$ cat src/rtl/cci_mpf_rd_arbiter_if.sv
// Read-arbiter boundary: AFU client request/response lanes plus the MPF c0 read channel.
// slave = arbiter view, master = surrounding logic (clients + MPF stack).
interface cci_mpf_rd_arbiter_if #(
  parameter int N_CLIENTS = 4,
  parameter int ADDR_W    = 42,
  parameter int MDATA_W   = 12
);
  localparam int ID_W  = $clog2(N_CLIENTS);
  localparam int TAG_W = MDATA_W + ID_W;

  logic [N_CLIENTS-1:0]         cl_req_valid;
  logic [N_CLIENTS*ADDR_W-1:0]  cl_req_addr;
  logic [N_CLIENTS*MDATA_W-1:0] cl_req_mdata;
  logic [N_CLIENTS-1:0]         cl_req_ack;
  logic [N_CLIENTS-1:0]         cl_rsp_valid;
  logic [MDATA_W-1:0]           cl_rsp_mdata;
  logic [511:0]                 cl_rsp_data;

  logic                         c0_req_valid;
  logic [ADDR_W-1:0]            c0_req_addr;
  logic [TAG_W-1:0]             c0_req_mdata;
  logic                         c0_almost_full;
  logic                         c0_rsp_valid;
  logic [TAG_W-1:0]             c0_rsp_mdata;
  logic [511:0]                 c0_rsp_data;

  logic                         err_bad_rsp;

  modport slave (
    input  cl_req_valid, cl_req_addr, cl_req_mdata,
    input  c0_almost_full, c0_rsp_valid, c0_rsp_mdata, c0_rsp_data,
    output cl_req_ack, cl_rsp_valid, cl_rsp_mdata, cl_rsp_data,
    output c0_req_valid, c0_req_addr, c0_req_mdata, err_bad_rsp
  );

  modport master (
    output cl_req_valid, cl_req_addr, cl_req_mdata,
    output c0_almost_full, c0_rsp_valid, c0_rsp_mdata, c0_rsp_data,
    input  cl_req_ack, cl_rsp_valid, cl_rsp_mdata, cl_rsp_data,
    input  c0_req_valid, c0_req_addr, c0_req_mdata, err_bad_rsp
  );
endinterface

$ cat src/rtl/cci_mpf_rd_arbiter.sv
// Round-robin share of the MPF c0 read channel: tags Mdata with client ID, caps in-flight reads per
// client, routes responses back by tag (1-cycle each way). Optional counters: CCI_MPF_RD_ARB_STATS_EN.
module cci_mpf_rd_arbiter #(
  parameter int N_CLIENTS       = 4,
  parameter int ADDR_W          = 42,
  parameter int MDATA_W         = 12,
  parameter int MAX_OUTSTANDING = 32
) (
  input  logic                       clk,
  input  logic                       reset,
  cci_mpf_rd_arbiter_if.slave        bus
`ifdef CCI_MPF_RD_ARB_STATS_EN
  ,
  output logic [N_CLIENTS*32-1:0]    stat_grants,
  output logic [31:0]                stat_blocked
`endif
);
  localparam int ID_W  = $clog2(N_CLIENTS);
  localparam int TAG_W = MDATA_W + ID_W;
  localparam int CNT_W = $clog2(MAX_OUTSTANDING + 1);
  localparam logic [CNT_W-1:0] CNT_MAX = CNT_W'(MAX_OUTSTANDING);
  localparam logic [CNT_W-1:0] CNT_ONE = CNT_W'(1);

  logic [N_CLIENTS-1:0] eligible;
  logic                 grant_vld;
  logic [ID_W-1:0]      win_id;
  logic [ID_W-1:0]      last_grant_q, last_grant_d;
  logic [CNT_W-1:0]     cnt_q [N_CLIENTS];
  logic [CNT_W-1:0]     cnt_d [N_CLIENTS];

  logic                 c0_req_vld_q;
  logic [ADDR_W-1:0]    c0_req_addr_q;
  logic [TAG_W-1:0]     c0_req_mdata_q;

  logic [ID_W-1:0]      rsp_id;
  logic                 rsp_owner_busy;
  logic                 rsp_ok;
  logic [N_CLIENTS-1:0] cl_rsp_vld_q;
  logic [MDATA_W-1:0]   cl_rsp_mdata_q;
  logic [511:0]         cl_rsp_data_q;
  logic                 err_q, err_d;

  always_comb begin
    for (int i = 0; i < N_CLIENTS; i++) begin
      eligible[i] = bus.cl_req_valid[i] && (cnt_q[i] < CNT_MAX);
    end
  end

  // Search starts one past the previous winner; idx carries an extra bit so the wrap is a subtract.
  always_comb begin
    logic [ID_W:0] idx;
    logic          found;
    found  = 1'b0;
    idx    = '0;
    win_id = last_grant_q;
    for (int k = 1; k <= N_CLIENTS; k++) begin
      idx = {1'b0, last_grant_q} + (ID_W+1)'(k);
      if (idx >= (ID_W+1)'(N_CLIENTS)) begin
        idx = idx - (ID_W+1)'(N_CLIENTS);
      end
      if (!found && eligible[idx[ID_W-1:0]]) begin
        found  = 1'b1;
        win_id = idx[ID_W-1:0];
      end
    end
    grant_vld = found && !bus.c0_almost_full && !reset;
  end

  assign last_grant_d   = grant_vld ? win_id : last_grant_q;
  assign bus.cl_req_ack = grant_vld ? (N_CLIENTS'(1) << win_id) : '0;

  // Only tags that decode to a real client with reads in flight are routed.
  assign rsp_id = bus.c0_rsp_mdata[TAG_W-1 -: ID_W];

  always_comb begin
    rsp_owner_busy = 1'b0;
    for (int i = 0; i < N_CLIENTS; i++) begin
      if (rsp_id == ID_W'(i)) begin
        rsp_owner_busy = (cnt_q[i] != '0);
      end
    end
  end

  assign rsp_ok = bus.c0_rsp_valid && rsp_owner_busy;
  assign err_d  = err_q || (bus.c0_rsp_valid && !rsp_owner_busy);

  always_comb begin
    for (int i = 0; i < N_CLIENTS; i++) begin
      logic inc, dec;
      inc      = grant_vld && (win_id == ID_W'(i));
      dec      = rsp_ok && (rsp_id == ID_W'(i));
      cnt_d[i] = cnt_q[i];
      if (inc && !dec) begin
        cnt_d[i] = cnt_q[i] + CNT_ONE;
      end else if (dec && !inc) begin
        cnt_d[i] = cnt_q[i] - CNT_ONE;
      end
    end
  end

  always_ff @(posedge clk or posedge reset) begin
    if (reset) begin
      last_grant_q   <= ID_W'(N_CLIENTS - 1);
      for (int i = 0; i < N_CLIENTS; i++) begin
        cnt_q[i] <= '0;
      end
      c0_req_vld_q   <= 1'b0;
      c0_req_addr_q  <= '0;
      c0_req_mdata_q <= '0;
      cl_rsp_vld_q   <= '0;
      cl_rsp_mdata_q <= '0;
      cl_rsp_data_q  <= '0;
      err_q          <= 1'b0;
    end else begin
      last_grant_q <= last_grant_d;
      for (int i = 0; i < N_CLIENTS; i++) begin
        cnt_q[i] <= cnt_d[i];
      end
      c0_req_vld_q <= grant_vld;
      if (grant_vld) begin
        c0_req_addr_q  <= bus.cl_req_addr[int'(win_id)*ADDR_W +: ADDR_W];
        c0_req_mdata_q <= {win_id, bus.cl_req_mdata[int'(win_id)*MDATA_W +: MDATA_W]};
      end
      cl_rsp_vld_q <= rsp_ok ? (N_CLIENTS'(1) << rsp_id) : '0;
      if (rsp_ok) begin
        cl_rsp_mdata_q <= bus.c0_rsp_mdata[MDATA_W-1:0];
        cl_rsp_data_q  <= bus.c0_rsp_data;
      end
      err_q <= err_d;
    end
  end

  assign bus.c0_req_valid = c0_req_vld_q;
  assign bus.c0_req_addr  = c0_req_addr_q;
  assign bus.c0_req_mdata = c0_req_mdata_q;
  assign bus.cl_rsp_valid = cl_rsp_vld_q;
  assign bus.cl_rsp_mdata = cl_rsp_mdata_q;
  assign bus.cl_rsp_data  = cl_rsp_data_q;
  assign bus.err_bad_rsp  = err_q;

`ifdef CCI_MPF_RD_ARB_STATS_EN
  logic [31:0] stat_grants_q [N_CLIENTS];
  logic [31:0] stat_blocked_q;

  always_ff @(posedge clk or posedge reset) begin
    if (reset) begin
      for (int i = 0; i < N_CLIENTS; i++) begin
        stat_grants_q[i] <= '0;
      end
      stat_blocked_q <= '0;
    end else begin
      for (int i = 0; i < N_CLIENTS; i++) begin
        if (grant_vld && (win_id == ID_W'(i))) begin
          stat_grants_q[i] <= stat_grants_q[i] + 32'd1;
        end
      end
      if ((|bus.cl_req_valid) && !grant_vld) begin
        stat_blocked_q <= stat_blocked_q + 32'd1;
      end
    end
  end

  always_comb begin
    for (int i = 0; i < N_CLIENTS; i++) begin
      stat_grants[i*32 +: 32] = stat_grants_q[i];
    end
  end

  assign stat_blocked = stat_blocked_q;
`endif
endmodule

$ cat src/flat_wrapper.sv
// flat-port wrapper written by rule: the top's interface ports become plain ports
module cci_mpf_rd_arbiter_flat 
#(
  parameter int N_CLIENTS       = 4,
  parameter int ADDR_W          = 42,
  parameter int MDATA_W         = 12,
  parameter int MAX_OUTSTANDING = 32
)
  (clk, reset, bus_cl_req_valid, bus_cl_req_addr, bus_cl_req_mdata, bus_c0_almost_full, bus_c0_rsp_valid, bus_c0_rsp_mdata, bus_c0_rsp_data, bus_cl_req_ack, bus_cl_rsp_valid, bus_cl_rsp_mdata, bus_cl_rsp_data, bus_c0_req_valid, bus_c0_req_addr, bus_c0_req_mdata, bus_err_bad_rsp);
  cci_mpf_rd_arbiter_if #(.N_CLIENTS(N_CLIENTS), .ADDR_W(ADDR_W), .MDATA_W(MDATA_W)) bus_i ();
  input  logic clk;
  input  logic reset;
  input wire logic [$bits(bus_i.cl_req_valid)-1:0] bus_cl_req_valid;
  input wire logic [$bits(bus_i.cl_req_addr)-1:0] bus_cl_req_addr;
  input wire logic [$bits(bus_i.cl_req_mdata)-1:0] bus_cl_req_mdata;
  input wire logic [$bits(bus_i.c0_almost_full)-1:0] bus_c0_almost_full;
  input wire logic [$bits(bus_i.c0_rsp_valid)-1:0] bus_c0_rsp_valid;
  input wire logic [$bits(bus_i.c0_rsp_mdata)-1:0] bus_c0_rsp_mdata;
  input wire logic [$bits(bus_i.c0_rsp_data)-1:0] bus_c0_rsp_data;
  output wire logic [$bits(bus_i.cl_req_ack)-1:0] bus_cl_req_ack;
  output wire logic [$bits(bus_i.cl_rsp_valid)-1:0] bus_cl_rsp_valid;
  output wire logic [$bits(bus_i.cl_rsp_mdata)-1:0] bus_cl_rsp_mdata;
  output wire logic [$bits(bus_i.cl_rsp_data)-1:0] bus_cl_rsp_data;
  output wire logic [$bits(bus_i.c0_req_valid)-1:0] bus_c0_req_valid;
  output wire logic [$bits(bus_i.c0_req_addr)-1:0] bus_c0_req_addr;
  output wire logic [$bits(bus_i.c0_req_mdata)-1:0] bus_c0_req_mdata;
  output wire logic [$bits(bus_i.err_bad_rsp)-1:0] bus_err_bad_rsp;
  assign bus_i.cl_req_valid = bus_cl_req_valid;
  assign bus_i.cl_req_addr = bus_cl_req_addr;
  assign bus_i.cl_req_mdata = bus_cl_req_mdata;
  assign bus_i.c0_almost_full = bus_c0_almost_full;
  assign bus_i.c0_rsp_valid = bus_c0_rsp_valid;
  assign bus_i.c0_rsp_mdata = bus_c0_rsp_mdata;
  assign bus_i.c0_rsp_data = bus_c0_rsp_data;
  assign bus_cl_req_ack = bus_i.cl_req_ack;
  assign bus_cl_rsp_valid = bus_i.cl_rsp_valid;
  assign bus_cl_rsp_mdata = bus_i.cl_rsp_mdata;
  assign bus_cl_rsp_data = bus_i.cl_rsp_data;
  assign bus_c0_req_valid = bus_i.c0_req_valid;
  assign bus_c0_req_addr = bus_i.c0_req_addr;
  assign bus_c0_req_mdata = bus_i.c0_req_mdata;
  assign bus_err_bad_rsp = bus_i.err_bad_rsp;
  cci_mpf_rd_arbiter #(.N_CLIENTS(N_CLIENTS), .ADDR_W(ADDR_W), .MDATA_W(MDATA_W), .MAX_OUTSTANDING(MAX_OUTSTANDING)) u_core (.clk(clk), .reset(reset), .bus(bus_i));
endmodule
$ cat config.mk
export PLATFORM = sky130hd
export DESIGN_NAME = cci_mpf_rd_arbiter_flat
export DESIGN_NICKNAME = d
export VERILOG_FILES = /design/src/rtl/cci_mpf_rd_arbiter_if.sv /design/src/rtl/cci_mpf_rd_arbiter.sv /design/src/flat_wrapper.sv
export SDC_FILE = /design/constraint.sdc
export NUM_CORES = 2
export LEC_CHECK = 0
export ABC_CLOCK_PERIOD_IN_PS = 21600
export CAP_MARGIN = 20
export CORE_AREA = 2 2 519 521
export CTS_CLUSTER_SIZE = 24
export DETAILED_ROUTE_END_ITERATION = 8
export DIE_AREA = 0 0 521 523
export DONT_BUFFER_PORTS = 1
export GPL_TIMING_DRIVEN = 0
export PLACE_DENSITY = 0.31
export SLEW_MARGIN = 20
export SYNTH_ARGS = -nofsm -noshare
export SYNTH_HDL_FRONTEND = slang
export SYNTH_SLANG_ARGS = --single-unit
$ cat constraint.sdc
create_clock -name clk -period 21.6 [get_ports clk]
set_clock_uncertainty 0.15 [all_clocks]
set_input_delay 4.32 -clock clk [delete_from_list [all_inputs] [get_ports clk]]
set_output_delay 4.32 -clock clk [all_outputs]
set_load 0.05 [all_outputs]
### After elaboration in Yosys (flattened, before gate mapping)

Cells that the tools add are included.

| word-level totals | value |
|---|---|
| register bits after elaboration | 612 |
| bits of input ports | 750 |
| output and inout port bits | 590 |
| word-level logic and storage cells | 138 |

| operators by class | value |
|---|---|
| $add $sub $neg | 16 |
| multipliers | 2 |
| magnitude comparators | 12 |
| eq/ne operators | 6 |
| shift operators | 4 |
| multiplexer cells | 34 |
| reductions and logical operators | 52 |

Operators by type and width:

| operator | count |
|---|---|
| $shiftx A168 B32 Y42 | 1 |
| $mux W6 | 8 |
| $shiftx A48 B32 Y12 | 1 |
| $logic_and A1 B1 Y1 | 27 |
| $add A6 B1 Y6 const B | 4 |
| $lt A6 B6 Y1 const B | 4 |
| $reduce_bool A6 Y1 | 4 |
| $sub A6 B1 Y6 const B | 4 |
| $mux W2 | 8 |
| $logic_not A1 Y1 | 14 |
| $ge A3 B3 Y1 const B | 4 |
| $lt A2 B3 Y1 const B | 4 |
| $mux W1 | 12 |
| $bmux W1 S2 | 4 |
| $eq A2 B2 Y1 const B | 4 |
| $mux W4 | 2 |
| $reduce_bool A2 Y1 | 4 |
| $shl A1 B2 Y4 const A | 2 |
| $sub A2 B1 Y2 const B | 4 |
| $mul A2 B5 Y7 const B | 1 |
| $add A2 B2 Y3 const B | 2 |
| $eq A2 B1 Y1 const B | 2 |
| $logic_not A2 Y1 | 2 |
| $mul A2 B2 Y4 const B | 1 |
| 3 further kinds | 3 |

### Longest topological paths before layout

| logic depth | value |
|---|---|
| word-level depth | 22 |
| gate-level depth with buffers | 15 |
| mapped depth without buffers | 13 |

### Least setup slack after synthesis

OpenSTA, ideal clock, no wires.

| timing | value |
|---|---|
| path kind | input to output |
| start | input bus_cl_req_valid[1] |
| end | output bus_cl_req_ack[1] |
| arrival time | 6.047 ns |
| data required time | 17.130 ns |
| path slack | 11.083 ns |
| stages | 6 |
| buffers on the path | 2 |
| cells stage by stage | nor2b_1 -> a22oi_1 -> o211ai_1 -> clkbuf_1 -> buf_1 -> nor2b_1 |

| between the ends | value |
|---|---|
| longest elaborated chain between the ends | 16 |
| elaborated cells on any way between the ends | 27 |
| classes of those cells | 1 x shift; 17 x mux; 9 x reduce/logical |

Ends and longest elaborated chain:

| element | RTL line | RTL |
|---|---|---|
| start: declaration | flat_wrapper.sv:13 | `input wire logic [$bits(bus_i.cl_req_valid)-1:0] bus_cl_req_valid;` |
| $logic_and A1 B1 Y1 (*) | cci_mpf_rd_arbiter.sv:45 | `eligible[i] = bus.cl_req_valid[i] && (cnt_q[i] < CNT_MAX);` |
| $bmux W1 S2 | cci_mpf_rd_arbiter.sv:61 | `if (!found && eligible[idx[ID_W-1:0]]) begin` |
| $mux W1 (implied by the code) | cci_mpf_rd_arbiter.sv:61 |  |
| $mux W1 | cci_mpf_rd_arbiter.sv:61 |  |
| $logic_not A1 Y1 | cci_mpf_rd_arbiter.sv:61 |  |
| $logic_and A1 B1 Y1 | cci_mpf_rd_arbiter.sv:61 |  |
| $mux W1 | cci_mpf_rd_arbiter.sv:61 |  |
| $logic_not A1 Y1 | cci_mpf_rd_arbiter.sv:61 |  |
| $logic_and A1 B1 Y1 | cci_mpf_rd_arbiter.sv:61 |  |
| $mux W1 | cci_mpf_rd_arbiter.sv:61 |  |
| $logic_not A1 Y1 | cci_mpf_rd_arbiter.sv:61 |  |
| $logic_and A1 B1 Y1 | cci_mpf_rd_arbiter.sv:61 |  |
| $mux W1 | cci_mpf_rd_arbiter.sv:61 |  |
| $logic_and A1 B1 Y1 (2 in a row) | cci_mpf_rd_arbiter.sv:66 | `grant_vld = found && !bus.c0_almost_full && !reset;` |
| $mux W4 (*) | cci_mpf_rd_arbiter.sv:70 | `assign bus.cl_req_ack = grant_vld ? (N_CLIENTS'(1) << win_id) : '0;` |
| end: declaration | flat_wrapper.sv:20 | `output wire logic [$bits(bus_i.cl_req_ack)-1:0] bus_cl_req_ack;` |

Every way passes the cells marked *; elsewhere a longest branch is shown, timed or not. The select of a mux whose other input is x is not followed.

### Final worst setup path

| timing | value |
|---|---|
| start | input bus_cl_req_valid[2] |
| end | output bus_cl_req_ack[1] |

Same word-level chain as after synthesis.

==> results_dict.tcl <==
set metrics [dict create \
    crit_family "buffers and inverters" \
    via_per_inst 2.96 \
    outcome "finished clean" \
    first_pass_iters 5 \
    cts.sinks 612 \
    power_frac_clock_pct 26.2 \
    netlist_instances 1642 \
    syn_to_final_growth_pct 29.9 \
    htree_levels 3 \
    rsz0062_at_grt "no" \
    endpoint "bus_cl_req_ack[1]" \
    drc 0 \
    initial_utilization_pct 9.88 \
    stdcell_area_sq_um 34300 \
    worstMarginPinSlew_ps 1080 \
    period_share_pct 53.6 \
    p_leak_nw 14.2 \
    final_layout_size_suffix_gt1_share_pct 42.2 \
    p_seq_share_pct 53.0 \
    r2r_start "u_core.last_grant_q[1]" \
    wl_mm 185 \
    slowest_stage "nor2b_2" \
    async_flop_share_pct 100 \
    slew_viol_final 0 \
    swShare_pct 48.6 \
    crit_type "in -> out" \
    synth_area_leaders "dfrtp_1, mux2_4, mux2_2" \
    nNetsFinal 2528 \
    die_x_um 521 \
    overflow 0 \
    yosysTopAreaCell "dfrtp_1" \
    holdCritPathClass "reg -> reg" \
    setup_violations 0 \
    hold_buffers 0 \
    ant_nets 0 \
    reg2regPathDepth 14 \
    final_cell_mix "dfrtp_1, mux2_4, mux2_2, mux2i_1, clkbuf_16" \
    critPathLaunchType "primary input" \
    placed_cell_area_sq_um 31400 \
    netlist_area_sq_um 26400 \
    num_io_pins 1340 \
    r2r_slack_ps 16160 \
    fin_util_pct 12.8 \
    startpoint "bus_cl_req_valid[2]" \
    dieHeight_um 523 \
    total_power_mw 5.48 \
    gp_congestion 0.951 \
    path_depth 6 \
    rows 190 \
    path_buf_inv 2 \
    max_freq_mhz 86.4 \
    yosys_warnings 0 \
    power_density_nw_per_um2 160 \
    p_switching_mw 2.67 \
    wl_per_cell_um 34.2 \
    comb_power_share_pct 20.8 \
    layout_commonest_cell "dfrtp_1" \
    crit_chain "nand2b_1, a22oi_1, o211ai_1, clkbuf_1, buf_1, nor2b_2" \
    vias 16000 \
    postCtsSetupBuffers 0 \
    crit_arrival_ps 7110 \
    r2r-end "u_core.cnt_q[17]" \
    finalHoldViolations 0 \
    coreArea_sq_um 267000 \
    hold_ws_ps 352 \
    clk_pin_slew_ps 50 \
    hpwl_mm 161 \
    yosys.cell_types.count 42 \
    yosysSeqAreaShare_pct 58.1 \
    antenna_found_initial 167 \
    portBuffers 0 \
    grt_pass1_vias 16300 \
    drv_cap 0 \
    crit_fanout 11 \
    cts_tree "built" \
    die_area_sq_um 272000 \
    numCtsBuffers 82 \
    cts_root_buf "clkbuf_16" \
    max-slew-margin-rel_pct 25.8 \
    synth_flop_cell "dfrtp_1" \
    ys_ff_latch 612 \
    ir_drop_mv 0.0796 \
    internal_power_mw 2.82 \
    syn_avg_cell_area_sq_um 16.1 \
    cts_buffer_depth 3 \
    n_fill_cell 29900 \
    cts_repair_resize_count 0 \
    synthesis.nets 2416 \
    grt_max_degree 33 \
    drt_iter0_drc 771 \
    synth-edff-count 0 \
    yosys.area.top_type_share_pct 57.9 \
    grt.total_usage_pct 13.0 \
    cpPeakStageDelay_ps 830 \
    endpoint_kind "primary output" \
    grt_first_pass_wirelength_mm 222 \
    fin_tns_setup_ps 0 \
    cp.required_ps 17130 \
    fin_crit_ps 11580 \
    clk_latency_ps 680 \
]
-- power by group through the flow --
stage | clock network [mW] | logic, mW | registers (mW)
6_report | 1.44 | 1.14 | 2.91
5_1_grt | 1.54 | 1.23 | 2.96
4_1_cts | 1.51 | 1.17 | 2.95
3_5_place_dp | 0 | 1.16 | 2.97
3_3_place_gp | 0 | 1.13 | 2.98
2_1_floorplan | 0 | 0.836 | 2.59
-- worst reg2reg max path: cells and delay by family (launching register included) --
family	cells	cell delay, ps
AO/OA/AOI/OAI	4	620
XOR/XNOR	1	150
adder cells (fa/ha/maj)	2	690
AND/OR/NAND/NOR	3	1450
flip-flops	1	510
buffers and inverters	4	1810
-- synth_stat cells, types with 2 or more instances --
library cell / instances
nand2_1: 76
xnor2_1: 12
ha_1: 20
a21oi_1: 9
o221ai_1: 54
or4_1: 8
nand4_1: 2
inv_1: 18
or2_2: 2
o211ai_1: 2
buf_6: 41
nand2b_1: 5
mux2_2: 170
nor2_1: 14
nor4b_1: 2
mux2i_1: 108
nand3_1: 4
nor4_1: 10
a31oi_1: 4
a41o_1: 3
nor2b_1: 6
fa_1: 4
o21ai_0: 18
buf_2: 22
dfrtp_1: 610
buf_1: 2
o21a_1: 2
mux2_4: 360
xor2_1: 9
dfstp_2: 2
a22oi_1: 2
clkbuf_1: 28
a21o_1: 4
-- sequential cells by signal, indices dropped and copies added (netlist names) --
name / cells
u_core.bus.err_bad_rsp: 1
u_core.bus.cl_rsp_mdata: 12
u_core.last_grant_q: 2
u_core.bus.c0_req_addr: 42
u_core.cnt_q: 24
u_core.bus.cl_rsp_data: 512
u_core.bus.c0_req_valid: 1
u_core.bus.c0_req_mdata: 14
u_core.bus.cl_rsp_valid: 4
-- worst min path at each step --
| stage | cells past startpoint | slack, ps | start | endpoint |
|---|---|---|---|---|
| after floorplan | 1 | 310 | u_core.cnt_q[11] | u_core.cnt_q[11] |
| after global placement | 1 | 320 | u_core.cnt_q[11] | u_core.cnt_q[11] |
| after detailed placement | 1 | 330 | u_core.cnt_q[11] | u_core.cnt_q[11] |
| after CTS | 1 | 350 | u_core.cnt_q[11] | u_core.cnt_q[11] |
| after global routing | 1 | 370 | u_core.cnt_q[11] | u_core.cnt_q[11] |
| final | 1 | 350 | u_core.cnt_q[11] | u_core.cnt_q[11] |
-- per-stage QoR --
| stage | worst slack (ps) | instances |
|---|---|---|
| 2_1_floorplan | 8780 | 1642 |
| 3_3_place_gp | 3440 | 5194 |
| 3_5_place_dp | 9870 | 5222 |
| 4_1_cts | 9860 | 5369 |
| 5_1_grt | 9850 | 5387 |
| 6_report | 10020 | 5407 |
-- cell type report --
type | instances | area, sq um | area share (%)
Sequential cell | 612 | 15300 | 44.7
Multi-Input combinational cell | 919 | 10300 | 30.2
Tap cell | 3552 | 4440 | 13.0
Clock buffer | 116 | 2340 | 6.83
Buffer | 93 | 689 | 2.01
Timing Repair Buffer | 28 | 571 | 1.67
Clock inverter | 31 | 399 | 1.16
Antenna cell | 38 | 95.1 | 0.278
Inverter | 18 | 71.3 | 0.208
-- kinds of logic after synthesis --
family / Yosys count / synth area share (%)
xor gates and xnor gates: 21 / 0.697
adders and majority gates: 24 / 1.25
and+or+nand+nor: 132 / 2.32
AOI/OAI and AO/OA: 104 / 2.97
muxes: 638 / 31.8
buffers and inverters: 111 / 2.85
DFF: 612 / 58.1
-- routing by layer --
layer / vias up / GRT usage (%) / wire length (um)
li1: 6240 / - / -
met1: 8052 / 13.7 / 64600
met2: 1246 / 20.8 / 84000
met3: 364 / 8.83 / 29000
met4: 88 / 3.94 / 6510
met5: - / 0 / 600
Power figures use the tool's default switching activity.
